[src/rtl/exec_dp_pkg.sv]
// Shared types for the execute datapath: operation encodings, operand-source
// selectors, sequencer states and NZCV bit positions.
package exec_dp_pkg;

  typedef enum logic [2:0] {
    ALU_ADD = 3'b000,
    ALU_SUB = 3'b001,
    ALU_AND = 3'b010,
    ALU_ORR = 3'b011,
    ALU_EOR = 3'b100,
    ALU_MOV = 3'b101,
    ALU_MVN = 3'b110,
    ALU_RSB = 3'b111
  } alu_op_e;

  typedef enum logic [1:0] {
    SH_LSL = 2'b00,
    SH_LSR = 2'b01,
    SH_ASR = 2'b10,
    SH_ROR = 2'b11
  } shift_op_e;

  // FWD_ALT selects pc for A, imm for B and zero for S.
  typedef enum logic [1:0] {
    FWD_RF  = 2'b00,
    FWD_RES = 2'b01,
    FWD_LDR = 2'b10,
    FWD_ALT = 2'b11
  } fwd_e;

  typedef enum logic {
    ST_IDLE     = 1'b0,
    ST_MUL_BUSY = 1'b1
  } state_e;

  localparam int FLAG_N = 3;
  localparam int FLAG_Z = 2;
  localparam int FLAG_C = 1;
  localparam int FLAG_V = 0;

endpackage

[src/rtl/exec_datapath_mul_iter.sv]
// Iterative shift-add multiplier: one multiplier bit per cycle, DATA_W cycles,
// low DATA_W bits of the product presented combinationally alongside done.
module mul_iter #(
  parameter int DATA_W = 32
) (
  input  logic              clk,
  input  logic              rst_n,
  input  logic              start,
  input  logic [DATA_W-1:0] a,
  input  logic [DATA_W-1:0] b,
  output logic              done,
  output logic [DATA_W-1:0] product
);

  localparam int CW = $clog2(DATA_W);

  logic              busy;
  logic [CW-1:0]     cnt;
  logic [DATA_W-1:0] acc;
  logic [DATA_W-1:0] mcand;
  logic [DATA_W-1:0] mplier;
  logic [DATA_W-1:0] acc_next;

  assign acc_next = acc + (mplier[0] ? mcand : '0);
  // The last partial product is folded in on the done cycle itself.
  assign done     = busy && (cnt == '0);
  assign product  = acc_next;

  always_ff @(posedge clk or negedge rst_n) begin
    if (!rst_n) begin
      busy   <= 1'b0;
      cnt    <= '0;
      acc    <= '0;
      mcand  <= '0;
      mplier <= '0;
    end else if (start) begin
      busy   <= 1'b1;
      cnt    <= CW'(DATA_W - 1);
      acc    <= '0;
      mcand  <= a;
      mplier <= b;
    end else if (busy) begin
      acc    <= acc_next;
      mcand  <= mcand << 1;
      mplier <= mplier >> 1;
      cnt    <= cnt - 1'b1;
      if (cnt == '0) busy <= 1'b0;
    end
  end

endmodule

[src/rtl/exec_datapath.sv]
// Two-stage execute datapath: operand capture into stage 1, then shift+ALU into
// the result register (or an iterative multiply), with NZCV and regfile writeback.
// Handshake: an instruction transfers on a rising edge where in_valid && in_ready;
// in_valid is ignored whenever in_ready is low.
module exec_datapath
  import exec_dp_pkg::*;
#(
  parameter  int DATA_W = 32,
  parameter  int NREG   = 16,
  parameter  int PC_W   = 11,
  localparam int AW     = $clog2(NREG)
) (
  input  logic              clk,
  input  logic              rst_n,
  input  logic              in_valid,
  output logic              in_ready,
  input  logic [AW-1:0]     a_addr,
  input  logic [AW-1:0]     b_addr,
  input  logic [AW-1:0]     s_addr,
  input  logic [1:0]        fwd_a,
  input  logic [1:0]        fwd_b,
  input  logic [1:0]        fwd_s,
  input  logic [PC_W-1:0]   pc,
  input  logic [DATA_W-1:0] imm,
  input  logic [1:0]        shift_op,
  input  logic              sel_shift_reg,
  input  logic [7:0]        shift_imm,
  input  logic [2:0]        alu_op,
  input  logic              mul,
  input  logic              set_flags,
  input  logic              wb_en,
  input  logic [AW-1:0]     wb_addr,
  input  logic              ldr_en,
  input  logic [AW-1:0]     ldr_addr,
  input  logic [DATA_W-1:0] ldr_data,
  output logic [DATA_W-1:0] result,
  output logic              result_valid,
  output logic [3:0]        status
);

  localparam int MSB = DATA_W - 1;

  logic [DATA_W-1:0] rf [NREG];

  state_e state_q, state_d;
  logic   fire, mul_start, mul_done;
  logic [DATA_W-1:0] mul_product;

  // Stage 1. Result-register forwarding is resolved at execute time so a
  // dependent op issued back-to-back sees the value registered one edge earlier.
  logic              s1_valid, s1_mul, s1_set_flags, s1_wb_en, s1_sel_shift_reg;
  logic              s1_a_res, s1_b_res, s1_s_res;
  logic [DATA_W-1:0] s1_a, s1_b;
  logic [7:0]        s1_s, s1_shift_imm;
  logic [AW-1:0]     s1_wb_addr;
  shift_op_e         s1_shift_op;
  alu_op_e           s1_alu_op;

  logic              res_wb_en;
  logic [AW-1:0]     res_wb_addr;

  logic [DATA_W-1:0] cap_a, cap_b;
  logic [7:0]        cap_s;
  logic [DATA_W-1:0] op_a, op_b, b_sh, x, y, alu_res;
  logic [7:0]        op_s, amt, rot;
  logic [DATA_W:0]   sum;
  logic              cin, arith;
  logic [3:0]        alu_flags;

  assign fire     = in_valid && in_ready;
  assign in_ready = (state_q == ST_IDLE) && !(s1_valid && s1_mul);

  always_comb begin
    cap_a = '0;
    cap_b = '0;
    cap_s = '0;
    case (fwd_e'(fwd_a))
      FWD_RF:  cap_a = rf[a_addr];
      FWD_LDR: cap_a = ldr_data;
      FWD_ALT: cap_a = {{(DATA_W-PC_W){1'b0}}, pc};
      default: cap_a = '0;
    endcase
    case (fwd_e'(fwd_b))
      FWD_RF:  cap_b = rf[b_addr];
      FWD_LDR: cap_b = ldr_data;
      FWD_ALT: cap_b = imm;
      default: cap_b = '0;
    endcase
    case (fwd_e'(fwd_s))
      FWD_RF:  cap_s = rf[s_addr][7:0];
      FWD_LDR: cap_s = ldr_data[7:0];
      default: cap_s = '0;
    endcase
  end

  assign op_a = s1_a_res ? result : s1_a;
  assign op_b = s1_b_res ? result : s1_b;
  assign op_s = s1_s_res ? result[7:0] : s1_s;

  always_comb begin
    amt  = s1_sel_shift_reg ? op_s : s1_shift_imm;
    rot  = 8'(int'(amt) % DATA_W);
    b_sh = op_b;
    if (amt != '0) begin
      case (s1_shift_op)
        SH_LSL: b_sh = (int'(amt) >= DATA_W) ? '0 : op_b << amt;
        SH_LSR: b_sh = (int'(amt) >= DATA_W) ? '0 : op_b >> amt;
        SH_ASR: b_sh = (int'(amt) >= DATA_W) ? {DATA_W{op_b[MSB]}}
                                             : DATA_W'($signed(op_b) >>> amt);
        default: b_sh = (op_b >> rot) | (op_b << (DATA_W - int'(rot)));
      endcase
    end
  end

  // SUB and RSB are x + ~y + 1, so carry-out means "no borrow".
  always_comb begin
    x     = op_a;
    y     = b_sh;
    cin   = 1'b0;
    arith = 1'b0;
    case (s1_alu_op)
      ALU_ADD: arith = 1'b1;
      ALU_SUB: begin y = ~b_sh; cin = 1'b1; arith = 1'b1; end
      ALU_RSB: begin x = b_sh; y = ~op_a; cin = 1'b1; arith = 1'b1; end
      default: ;
    endcase
    sum = {1'b0, x} + {1'b0, y} + {{DATA_W{1'b0}}, cin};
    case (s1_alu_op)
      ALU_AND: alu_res = op_a & b_sh;
      ALU_ORR: alu_res = op_a | b_sh;
      ALU_EOR: alu_res = op_a ^ b_sh;
      ALU_MOV: alu_res = b_sh;
      ALU_MVN: alu_res = ~b_sh;
      default: alu_res = sum[MSB:0];
    endcase
    alu_flags         = status;
    alu_flags[FLAG_N] = alu_res[MSB];
    alu_flags[FLAG_Z] = (alu_res == '0);
    if (arith) begin
      alu_flags[FLAG_C] = sum[DATA_W];
      alu_flags[FLAG_V] = (x[MSB] == y[MSB]) && (sum[MSB] != x[MSB]);
    end
  end

  mul_iter #(.DATA_W(DATA_W)) u_mul (
    .clk     (clk),
    .rst_n   (rst_n),
    .start   (mul_start),
    .a       (op_a),
    .b       (op_b),
    .done    (mul_done),
    .product (mul_product)
  );

  always_ff @(posedge clk or negedge rst_n) begin
    if (!rst_n) state_q <= ST_IDLE;
    else        state_q <= state_d;
  end

  always_comb begin
    state_d   = state_q;
    mul_start = 1'b0;
    case (state_q)
      ST_IDLE: if (s1_valid && s1_mul) begin
        state_d   = ST_MUL_BUSY;
        mul_start = 1'b1;
      end
      ST_MUL_BUSY: if (mul_done) state_d = ST_IDLE;
      default: state_d = ST_IDLE;
    endcase
  end

  always_ff @(posedge clk or negedge rst_n) begin
    if (!rst_n) begin
      s1_valid         <= 1'b0;
      s1_mul           <= 1'b0;
      s1_set_flags     <= 1'b0;
      s1_wb_en         <= 1'b0;
      s1_wb_addr       <= '0;
      s1_sel_shift_reg <= 1'b0;
      s1_shift_imm     <= '0;
      s1_shift_op      <= SH_LSL;
      s1_alu_op        <= ALU_ADD;
      s1_a             <= '0;
      s1_b             <= '0;
      s1_s             <= '0;
      s1_a_res         <= 1'b0;
      s1_b_res         <= 1'b0;
      s1_s_res         <= 1'b0;
      result           <= '0;
      result_valid     <= 1'b0;
      res_wb_en        <= 1'b0;
      res_wb_addr      <= '0;
      status           <= '0;
    end else begin
      result_valid <= 1'b0;
      if (fire) begin
        s1_valid         <= 1'b1;
        s1_mul           <= mul;
        s1_set_flags     <= set_flags;
        s1_wb_en         <= wb_en;
        s1_wb_addr       <= wb_addr;
        s1_sel_shift_reg <= sel_shift_reg;
        s1_shift_imm     <= shift_imm;
        s1_shift_op      <= shift_op_e'(shift_op);
        s1_alu_op        <= alu_op_e'(alu_op);
        s1_a             <= cap_a;
        s1_b             <= cap_b;
        s1_s             <= cap_s;
        s1_a_res         <= (fwd_e'(fwd_a) == FWD_RES);
        s1_b_res         <= (fwd_e'(fwd_b) == FWD_RES);
        s1_s_res         <= (fwd_e'(fwd_s) == FWD_RES);
      end else if (!s1_mul || (state_q == ST_MUL_BUSY && mul_done)) begin
        s1_valid <= 1'b0;
      end

      if (s1_valid && !s1_mul) begin
        result       <= alu_res;
        result_valid <= 1'b1;
        res_wb_en    <= s1_wb_en;
        res_wb_addr  <= s1_wb_addr;
        if (s1_set_flags) status <= alu_flags;
      end else if (state_q == ST_MUL_BUSY && mul_done) begin
        result       <= mul_product;
        result_valid <= 1'b1;
        res_wb_en    <= s1_wb_en;
        res_wb_addr  <= s1_wb_addr;
        if (s1_set_flags) begin
          status[FLAG_N] <= mul_product[MSB];
          status[FLAG_Z] <= (mul_product == '0);
        end
      end
    end
  end

  // Result port is written last so it wins an address collision with ldr.
  always_ff @(posedge clk or negedge rst_n) begin
    if (!rst_n) begin
      for (int i = 0; i < NREG; i++) rf[i] <= '0;
    end else begin
      if (ldr_en) rf[ldr_addr] <= ldr_data;
      if (result_valid && res_wb_en) rf[res_wb_addr] <= result;
    end
  end

endmodule

[config.mk]
export PLATFORM = sky130hd
export DESIGN_NAME = exec_datapath
export DESIGN_NICKNAME = d
export VERILOG_FILES = /design/src/rtl/exec_dp_pkg.sv /design/src/rtl/exec_datapath_mul_iter.sv /design/src/rtl/exec_datapath.sv
export SDC_FILE = /design/constraint.sdc
export NUM_CORES = 2
export LEC_CHECK = 0
export CELL_PAD_IN_SITES_DETAIL_PLACEMENT = 1
export CELL_PAD_IN_SITES_GLOBAL_PLACEMENT = 2
export CORE_ASPECT_RATIO = 1.75
export CORE_UTILIZATION = 41
export DETAILED_ROUTE_END_ITERATION = 16
export PLACE_DENSITY = 0.81
export REMOVE_ABC_BUFFERS = 1
export SLEW_MARGIN = 10
export SYNTH_ARGS = -nofsm -noshare
export SYNTH_HDL_FRONTEND = slang
export SYNTH_SLANG_ARGS = --single-unit
[constraint.sdc]
create_clock -name clk -period 8.85 [get_ports clk]
set_input_delay 1.77 -clock clk [delete_from_list [all_inputs] [get_ports clk]]
set_output_delay 1.77 -clock clk [all_outputs]
set_load 0.01 [all_outputs]
==> impl_summary.md <==
Worst setup path
The arrival time of the worst setup path is 9410 ps. The cell with the largest stage delay on the worst path is sky130_fd_sc_hd__dfrtp_1. The critical path launch point type is a flop. Along the worst path, the maximum fanout reaches 17.

The critical path class is flop to flop. The worst setup path is captured at a flop. The largest stage delay on the critical path is approximately 760 ps. Data on the critical path is required at its endpoint by 9530 ps.

Final layout
After routing the design area is 67,300 um^2. The synthesis-to-finish area growth is 12.5%. The register with the most flip-flops in the final layout is rf. The register with the most flip-flops in the layout has 512 of them. In the final layout, the share of cells above drive strength 1 is 0.186. The utilization after layout is 0.464.

In the final design database the tool counted roughly 6,600 nets.

Yosys
The most frequent cell after synthesis is sky130_fd_sc_hd__dfrtp_1. The number of flops mapped to enable cells by yosys is 0. The mapped netlist covers 59,800 um^2. After synthesis, the cell types taking the most area are sky130_fd_sc_hd__dfrtp_1, sky130_fd_sc_hd__mux4_2, sky130_fd_sc_hd__mux2i_1.

The predominant post-synthesis flop cell is sky130_fd_sc_hd__dfrtp_1. The async set or reset register ratio after synthesis is 1.00. The commonest cells after synthesis are sky130_fd_sc_hd__dfrtp_1, sky130_fd_sc_hd__mux2i_1, sky130_fd_sc_hd__nand2_1, sky130_fd_sc_hd__nor2_1, sky130_fd_sc_hd__o21ai_0. The cell type with the largest total area after synthesis is sky130_fd_sc_hd__dfrtp_1. For this run, the number of Yosys warnings is 0.

The portion of synthesized cell area occupied by the leading cell type is 0.316. After synthesis the netlist holds a flip-flop and latch count of between 700 and 800. The gate count of the mapped netlist is 6,321.

Synthesis instantiated about 120 different standard cells from the library. The sequential fraction of the synthesis area is 0.316. The per-instance average area after synthesis is about 9.5 um^2.

Place
The standard cell area after detailed placement is 64,200 um^2. During placement, the flow inserted port buffers numbering 159. The placed wire-length estimate is 236,000 um. The global placement routability congestion is roughly 1.1.

Die
The initial cell density of the core is 0.413. In this run the core area contains 185 standard-cell rows. Pin placement for this block handled between 150 and 200 I/O pins. In this run the vertical extent of the chip is roughly 510 um. The area enclosed by the die boundary is 147,000 um^2. The floorplan die width is 291 um. The placeable core area is 145,000 um^2.

Job
The tool flagged a number of max-cap violations equal to 1.

Global routing
Summed over all layers, the global routing overflow is 0. The number of global-route vias before repair is 60,000. Entering global routing, the biggest net connects 167 pins. The total global-route track usage is 0.463. The initial antenna violation count is 40. The wire length of the first global-routing pass is about 480,000 um.

Route
The detailed router finished its first iteration with 5,297 violations. The number of antenna-violating nets in the routed design is 0. The routed layout has 58,000 vias. For this run, design rule violations remaining after detail routing come to 0. The iteration count of the initial detailed-routing pass is 9. The per-cell routed wire length is around 42 um. The number of vias per cell after detailed routing is about 7.0. The wire length after detailed routing is 343,000 um.

Outcome
The final reports fail on capacitance limit, slew limit. The run finished, with violations left.

CTS
The clock drives 754 sinks. The clock tree synthesis step divided the H-tree into 3 levels. The number of buffers inserted for hold repair after clock tree synthesis is 0. The worst-case clock buffer depth is 3. The root buffer cell chosen for the clock tree is sky130_fd_sc_hd__clkbuf_16. TritonCTS built the clock tree. The later-pin clock latency in the skew report is 750 ps. Clock-pin slew was measured on the worst setup and hold paths at roughly 70 ps. The total clock buffers created by CTS is 80.

Timing
For the pin with the worst max-slew slack, the measured transition is 1510 ps. The final-report hold violation count is 0. The total count of max-transition violations in the final report is 4. The post-layout minimum cycle time is 8740 ps. Between clock sinks in the finished design, the worst skew comes to 74.5 ps. The final number of setup-violating endpoints is 0. The worst slew slack as a fraction of its limit is -0.0122. The highest achievable clock rate is 114 MHz. The final worst-path cycle share is 0.987.

Hold path
The min-delay analysis places its worst path in the category flop to flop.
final timing paths:
check	slack, ps	end	start	cells after the start
hold reg to reg	480	s1_a[11]	s1_a[11]	2
max in group asynchronous	5850	rf[154]	rst_n	3
hold / removal	480	s1_a[11]	s1_a[11]	2
min in group asynchronous	950	u_mul.acc[5]	rst_n	1
setup / recovery	110	status[2]	result[6]	26
setup reg to reg	110	status[2]	result[6]	26
per-layer routing:
| layer | wire length [um] | track usage | vias up |
|---|---|---|---|
| li1 | - | - | 23500 |
| met5 | 323 | 0.00618 | - |
| met4 | 41100 | 0.475 | 30 |
| met2 | 160000 | 0.736 | 3178 |
| met1 | 113000 | 0.475 | 29900 |
| met3 | 28800 | 0.137 | 1429 |
placed cells by master (no fill, tap or decap), types with 17 or more instances in the layout:
cell,synthesis,layout
sky130_fd_sc_hd__or2_2,17,17
sky130_fd_sc_hd__nand3_1,68,64
sky130_fd_sc_hd__nand4_1,20,20
sky130_fd_sc_hd__a21o_1,39,39
sky130_fd_sc_hd__nand2b_1,29,29
sky130_fd_sc_hd__o221ai_1,44,44
sky130_fd_sc_hd__nor3_1,98,94
sky130_fd_sc_hd__inv_1,97,97
sky130_fd_sc_hd__nor2_1,578,560
sky130_fd_sc_hd__o22ai_1,48,47
sky130_fd_sc_hd__mux2i_1,738,730
sky130_fd_sc_hd__buf_4,17,361
sky130_fd_sc_hd__xor2_1,17,17
sky130_fd_sc_hd__mux2_2,121,121
sky130_fd_sc_hd__and3_1,23,22
sky130_fd_sc_hd__nor2b_1,26,25
sky130_fd_sc_hd__nor2_4,1,17
sky130_fd_sc_hd__and2_1,38,38
sky130_fd_sc_hd__a21oi_1,510,509
sky130_fd_sc_hd__dfrtp_1,754,749
sky130_fd_sc_hd__a31oi_1,35,35
sky130_fd_sc_hd__a22oi_1,76,76
sky130_fd_sc_hd__nor4_1,39,38
sky130_fd_sc_hd__clkdlybuf4s50_1,0,146
sky130_fd_sc_hd__diode_2,0,19
sky130_fd_sc_hd__clkinv_2,0,17
sky130_fd_sc_hd__a221oi_1,18,18
sky130_fd_sc_hd__xnor2_1,42,42
sky130_fd_sc_hd__ha_1,129,129
sky130_fd_sc_hd__mux4_2,375,375
sky130_fd_sc_hd__a211oi_1,149,148
sky130_fd_sc_hd__nand2_1,644,638
sky130_fd_sc_hd__o211ai_1,53,53
sky130_fd_sc_hd__o21ai_0,545,542
sky130_fd_sc_hd__clkbuf_16,0,81
final cells by class:
cell class | count | area, um^2
diodes | 19 | 47.5
multi-input cells | 4831 | 38100
clock buffers | 106 | 2250
well taps | 1870 | 2340
fillers | 16300 | 77600
inverters | 104 | 390
clock inverters | 43 | 666
repair buffers | 533 | 4580
flip-flops and latches | 754 | 18900
what timing repair did:
action	in CTS	in global routing
endpoints found under the setup margin	0	8
resized for setup	0	4
buffers inserted	0	6
cell families (layout without fill, tap and decap cells):
group / count (synthesis) / count (layout) / share of synthesized area
simple gates: 1652 / 1652 / 0.122
other cells: 0 / 19 / 0
fa+ha+maj: 132 / 132 / 0.0280
xor+xnor: 59 / 59 / 0.00864
mux: 1243 / 1243 / 0.290
flops: 754 / 754 / 0.316
compound gates: 1745 / 1745 / 0.182
buf+inv: 736 / 786 / 0.0531
critical path, delay by kind of cell, from the launching register on:
kind            cells  cell delay, ps
buf+inv             2             480
fa+ha+maj           2            1000
xor+xnor            1             150
compound gates     15            4570
flops               1             760
simple gates        6            1620
metrics by stage:
stage	hold WS, ps	instances	setup slack [ps]	TNS (ps)
final	482	8260	112	0
after detailed placement	471	8085	39.0	0
after global routing	514	8247	-6.74	-6.74
after CTS	486	8234	38.4	0
after global placement	458	8085	152	0
after floorplan	444	5689	-2620	-56060
Power is not shown: default switching activity piles up to over one toggle a cycle in this logic, so the estimate is an artifact.
